--- src/rtl/rr_stream_mux.sv ---
// rr_stream_mux: N-channel frame serializer with valid/ready output.
// Captures NUM_CH words in one handshake and emits them in channel order,
// with back-pressure, out_last framing and zero-bubble frame reload.
// Optional: RR_STREAM_MUX_CH_MASK_EN adds in_mask to skip channels.
module rr_stream_mux #(
  parameter int unsigned WIDTH  = 16,
  parameter int unsigned NUM_CH = 4,
  localparam int unsigned SEL_W = $clog2(NUM_CH)
) (
  input  logic                    clk,
  input  logic                    rst_n,
  input  logic [NUM_CH*WIDTH-1:0] in_data,
`ifdef RR_STREAM_MUX_CH_MASK_EN
  input  logic [NUM_CH-1:0]       in_mask,
`endif
  input  logic                    in_valid,
  output logic                    in_ready,
  output logic [WIDTH-1:0]        out_data,
  output logic                    out_valid,
  input  logic                    out_ready,
  output logic [SEL_W-1:0]        out_ch,
  output logic                    out_last,
  output logic                    busy
);

  typedef enum logic {StIdle, StStream} state_e;

  state_e                        r_state, w_state_nxt;
  logic [NUM_CH-1:0][WIDTH-1:0]  r_buf, w_buf_nxt;
  logic [SEL_W-1:0]              r_sel, w_sel_nxt;

  logic [SEL_W-1:0] w_first;     // channel to start a newly captured frame on
  logic [SEL_W-1:0] w_next;      // channel following r_sel within the frame
  logic [SEL_W-1:0] w_high;      // final channel of the captured frame
  logic             w_frame_en;  // captured frame has at least one word
  logic             w_last;
  logic             w_load;

`ifdef RR_STREAM_MUX_CH_MASK_EN
  logic [NUM_CH-1:0] r_mask, w_mask_nxt;

  // Locate lowest enabled channel of the incoming mask and the next/highest of the held one.
  always_comb begin
    w_first = '0;
    for (int i = NUM_CH - 1; i >= 0; i--) begin
      if (in_mask[i]) w_first = SEL_W'(i);
    end
    w_next = r_sel;
    for (int i = NUM_CH - 1; i >= 0; i--) begin
      if (r_mask[i] && (i > int'(r_sel))) w_next = SEL_W'(i);
    end
    w_high = '0;
    for (int i = 0; i < NUM_CH; i++) begin
      if (r_mask[i]) w_high = SEL_W'(i);
    end
  end

  assign w_frame_en = |in_mask;
`else
  assign w_first    = '0;
  assign w_next     = r_sel + SEL_W'(1);
  assign w_high     = SEL_W'(NUM_CH - 1);
  assign w_frame_en = 1'b1;
`endif

  assign w_last   = (r_state == StStream) && (r_sel == w_high);
  assign in_ready = (r_state == StIdle) || (w_last && out_ready);
  assign w_load   = in_valid && in_ready;

  // Outputs come from registers only; no input-to-output combinational path.
  assign out_valid = (r_state == StStream);
  assign busy      = (r_state == StStream);
  assign out_data  = r_buf[r_sel];
  assign out_ch    = r_sel;
  assign out_last  = w_last;

  // Next-state: advance on transfers, reload on accept (also on the last-word edge).
  always_comb begin
    w_state_nxt = r_state;
    w_sel_nxt   = r_sel;
    w_buf_nxt   = r_buf;
`ifdef RR_STREAM_MUX_CH_MASK_EN
    w_mask_nxt  = r_mask;
`endif
    unique case (r_state)
      StIdle: begin
      end
      StStream: begin
        if (out_ready) begin
          if (w_last) w_state_nxt = StIdle;
          else        w_sel_nxt   = w_next;
        end
      end
      default: w_state_nxt = StIdle;
    endcase
    if (w_load) begin
      w_buf_nxt   = in_data;
      w_sel_nxt   = w_first;
      w_state_nxt = w_frame_en ? StStream : StIdle;
`ifdef RR_STREAM_MUX_CH_MASK_EN
      w_mask_nxt  = in_mask;
`endif
    end
  end

  // State and frame registers; async reset discards any frame in flight.
  always_ff @(posedge clk or negedge rst_n) begin
    if (!rst_n) begin
      r_state <= StIdle;
      r_sel   <= '0;
      r_buf   <= '0;
`ifdef RR_STREAM_MUX_CH_MASK_EN
      r_mask  <= '0;
`endif
    end else begin
      r_state <= w_state_nxt;
      r_sel   <= w_sel_nxt;
      r_buf   <= w_buf_nxt;
`ifdef RR_STREAM_MUX_CH_MASK_EN
      r_mask  <= w_mask_nxt;
`endif
    end
  end

endmodule

--- config.mk ---
export PLATFORM = sky130hd
export DESIGN_NAME = rr_stream_mux
export DESIGN_NICKNAME = d
export VERILOG_FILES = /design/src/rtl/rr_stream_mux.sv
export SDC_FILE = /design/constraint.sdc
export NUM_CORES = 1
export LEC_CHECK = 0
export ABC_AREA = 1
export ABC_CLOCK_PERIOD_IN_PS = 1700
export CORE_MARGIN = 8
export CORE_UTILIZATION = 40
export CTS_CLUSTER_DIAMETER = 50
export CTS_CLUSTER_SIZE = 28
export DETAILED_ROUTE_END_ITERATION = 12
export HOLD_SLACK_MARGIN = 0.12
export PLACE_DENSITY_LB_ADDON = 0.2
export SLEW_MARGIN = 20
export SYNTH_ARGS = -nofsm -noshare
export SYNTH_HDL_FRONTEND = slang
export SYNTH_SLANG_ARGS = --single-unit
--- constraint.sdc ---
create_clock -name clk -period 1.7 [get_ports clk]
set_input_delay 0.34 -clock clk [delete_from_list [all_inputs] [get_ports clk]]
set_output_delay 0.34 -clock clk [all_outputs]
set_load 0.1 [all_outputs]
# Yosys cells after proc, flatten, opt, wreduce, memory -nomap -nowiden

Cells that the tools add are included.

Bits in registers: 67
Bits of input ports: 68
Output and inout bits: 22
Word-level logic and storage cells: 28

Add/sub/neg operators: 1
$lt $le $gt $ge: 1
Eq/ne operators: 2
Multiplexer cells: 10
Bitwise gates (word level): 1
Reduce and logical (&&, ||, !) cells: 7

Operator list:

| cell                                                                 | count |
|---|---|
| 16-bit binary-select mux with 2-bit select                           | 1 |
| 16-bit two-way mux                                                   | 1 |
| 2-bit two-way mux                                                    | 4 |
| 1-bit two-way mux                                                    | 4 |
| 2-bit nonzero test                                                   | 2 |
| 1-bit logical AND                                                    | 3 |
| 2-bit by 3-bit < comparator with 1-bit output, second input constant | 1 |
| 3-bit AND reduction                                                  | 1 |
| 2-bit by 1-bit adder with 2-bit output, second input constant        | 1 |
| 2-bit == test, second input constant                                 | 1 |
| 2-bit by 1-bit != test with 1-bit output, second input constant      | 1 |
| 1-bit logical OR                                                     | 1 |
| 1-bit inverter                                                       | 1 |

# Longest topological paths before layout

Depth after elaboration: 7
Mapped depth: 8
Mapped depth without buffers: 7

# Worst setup path before layout

Ideal clock, no wire load.

Path type: reg-to-output
From: register r_sel[0] (netlist: out_ch[0])
To: output port in_ready
Arrival: 3454 ps
Setup slack: -2094 ps
Stages on the path, launching flop included: 4
Path buffers: 0
Cells stage by stage: dfrtp_1 ha_1 inv_1 o21ai_0

Longest elaborated chain between the ends: 4

RTL lines:

| item                     | RTL line | RTL |
|---|---|---|
| start: declaration       | 30       | `logic [SEL_W-1:0] r_sel, w_sel_nxt;` |
| start signal: assignment | 117      | `r_sel <= w_sel_nxt;` |
| 2-bit == test            | 66       | `assign w_last = (r_state == StStream) && (r_sel == w_high);` |
| 1-bit logical AND        | 66       |  |
| 1-bit logical AND        | 67       | `assign in_ready = (r_state == StIdle) \|\| (w_last && out_ready);` |
| 1-bit logical OR         | 67       |  |
| end: declaration         | 17       | `output logic in_ready,` |

Every way passes these cells.

# Worst setup path in the final report

From: register r_sel[0] (netlist: out_ch[0])
To: output port out_data[13]

Longest elaborated chain between the ends: 2

RTL lines:

| item                                       | RTL line | RTL |
|---|---|---|
| 16-bit binary-select mux with 2-bit select | 73       | `assign out_data = r_buf[r_sel];` |
| 16-bit two-way mux (not written as such)   | 73       |  |
| end: declaration                           | 18       | `output logic [WIDTH-1:0] out_data,` |

Every way passes these cells. The select of a mux whose other input is x is not followed.

==> metrics.cfg <==
[outcome]
status = finished with violations
violations = setup timing

[place]
dp_hpwl_um = 7240
place_congestion = 0.841
dp_cells = 603
io_buffers = 89

[routing]
drt_iter0_drc = 188
via_count = 3272
drc = 0
finalWirelength_um = 10500
ant_nets = 0
drt_first_pass_iters = 4
vias_per_cell = 5.25
wire_per_inst_um = 16.8

[layout]
multi_input_area_um2 = 1550
final_cell_mix = nand2_1, clkdlybuf4s50_1, nand4_1, dfrtp_1, inv_1
drive_gt1_share_pct = 18.6
fill_cells = 702
regArea_um2 = 1690
instances_no_fill = 623
area_growth_pct = 50.4
final_util_pct = 62.1
final_nets = 581
final_common_cell = nand2_1

[global_routing]
grtUsageMet3_pct = 3.33
met1_usage_pct = 24.4
grt_first_pass_wirelength_um = 16600
grt_max_degree = 66
grtUsageMet2_pct = 28.2
track_usage_pct = 18.1
busiest_layer = met2
antenna_found_initial = 1
overflow = 0
grt_pass1_vias = 3244

[timing]
fin_crit_sh_pct = 114
worst_hold_slack_ns = 0.331
drv_slew = 0
hold_viol = 0
worst_slack_ns = -0.243
rsz0062_at_grt = true
worstMarginPinSlew_ns = 0.496
setup_viol = 18
finalSetupTns_ns = -3.84
skew_ns = 0.00944
max_freq_ghz = 0.515
max_slew_margin_pct = 66.9
layout_min_cycle_time_ns = 1.94

[hold_path]
hold_end = busy
hp-start = in_valid
hp-class = in2reg
hold_path_depth = 3

[worst_setup_path]
critical_path_class = reg2out
crit_chain = inv_8 > buf_8 > nand2_1 > o211ai_1 > nand2_4 > buf_12
crit_arrival_ns = 1.60
worstReg2RegEnd = r_buf[43]
crit_slowest_cell = dfrtp_4
slowest_delay_ns = 0.52
endpoint_kind = primary output
r2r-start = out_ch[0]
worstPathRequired_ns = 1.36
reg2reg_depth = 8
worstSetupStartpointType = register
r2r_setup_slack_ns = 0.09
path_max_fanout = 15

[die]
dieArea_um2 = 11700
start_util_pct = 41.3
fp.dieH_um = 108
die_x_um = 108
pin_count = 90
core-area_um2 = 8220
rows = 33

[synth]
syn_area_per_cell_um2 = 7.87
seq_area_frac_synth_pct = 49.4
synth_top_area_share_pct = 49.4
synth_top_area_cell = dfrtp_1
synthCells = 431
syn_nets = 500
ys_ff_latch = 67
synth_area_leaders = dfrtp_1, nand2_1, nand4_1
ys_types = 14
yosys_warnings = 0
netlist_area_um2 = 3390

[run]
maxCapViolCount = 0

[clock_network]
cts.sinks = 67
clk_transition_reported_paths_ns = 0.08
clockBufferDepth = 2
cts.htree.levels = 3
cts-root-buf = clkbuf_8
cts_tree = built
post_cts_buffers = 0
clk_latency_ns = 0.35
cts_buffers = 9

-- layer usage --
metal	part of all wire (%)	vias to the layer above
li1	-	1593
met1	45	1563
met2	48	103
met3	5.4	13
met4	1.6	0
met5	0	-
-- per-stage QoR --
stage	instance area (µm²)	worst slack (ns)
CTS	5060	-0.244
global route	5100	-0.300
floorplan	3600	-0.0893
detailed placement	4770	0.0447
global placement	4770	0.0714
finish	5100	-0.243
-- cells by family (layout without fill, tap and decap cells) --
logic type	Yosys count	in the layout	share of synthesized area [%]
flops	67	67	49.4
buf+inv	76	162	9.84
fa+ha+maj	1	1	0.369
other cells	0	1	0
simple gates	254	254	33.1
compound gates	33	33	7.23
-- state kept, by name (all words and copies together), names as in the netlist --
signal,flops
busy,1
out_ch,2
r_buf,64
-- worst max-delay path: cells and delay by family, from the launching register on --
family | cells | cell delay, ns
AO/OA/AOI/OAI | 1 | 0.15
buffers and inverters | 3 | 0.44
flip-flops | 1 | 0.52
AND/OR/NAND/NOR | 2 | 0.15
-- area by class of cell --
| cell class | count | area share (%) |
|---|---|---|
| diodes | 1 | 0.0490 |
| multi-input cells | 288 | 30.4 |
| inverters | 38 | 3.06 |
| well taps | 105 | 2.57 |
| clock inverters | 5 | 1.18 |
| repair buffers | 108 | 26.8 |
| clock buffers | 11 | 2.97 |
| flip-flops and latches | 67 | 33.0 |
-- what timing repair did --
item,in CTS,in global routing
pin swaps,3,0
cloned,1,1
endpoints found under the setup margin,18,22
gates resized for setup,16,5
hold endpoints to repair,17,0
hold buffers,1,0
-- cells in the mapped netlist (all sizes together) --
library cell and instances:
nand3 1, o21ai 1, ha 1, buf 33, o211ai 32, nand4 64, dfrtp 67, clkbuf 5
inv 38, nor2 1, nand2 188
-- how the worst max path moves through the flow --
stage	start	end	slack, ns
final	out_ch[0]	out_data[13]	-0.24
after global routing	out_ch[0]	out_data[13]	-0.30
after CTS	out_ch[0]	out_data[9]	-0.24
after detailed placement	out_ready	out_ch[0]	0.04
after global placement	out_ready	r_buf[2]	0.07
after floorplan	out_ch[0]	out_data[0]	-0.09
Power is not shown: default switching activity piles up to over one toggle a cycle in this logic, so the estimate is an artifact.
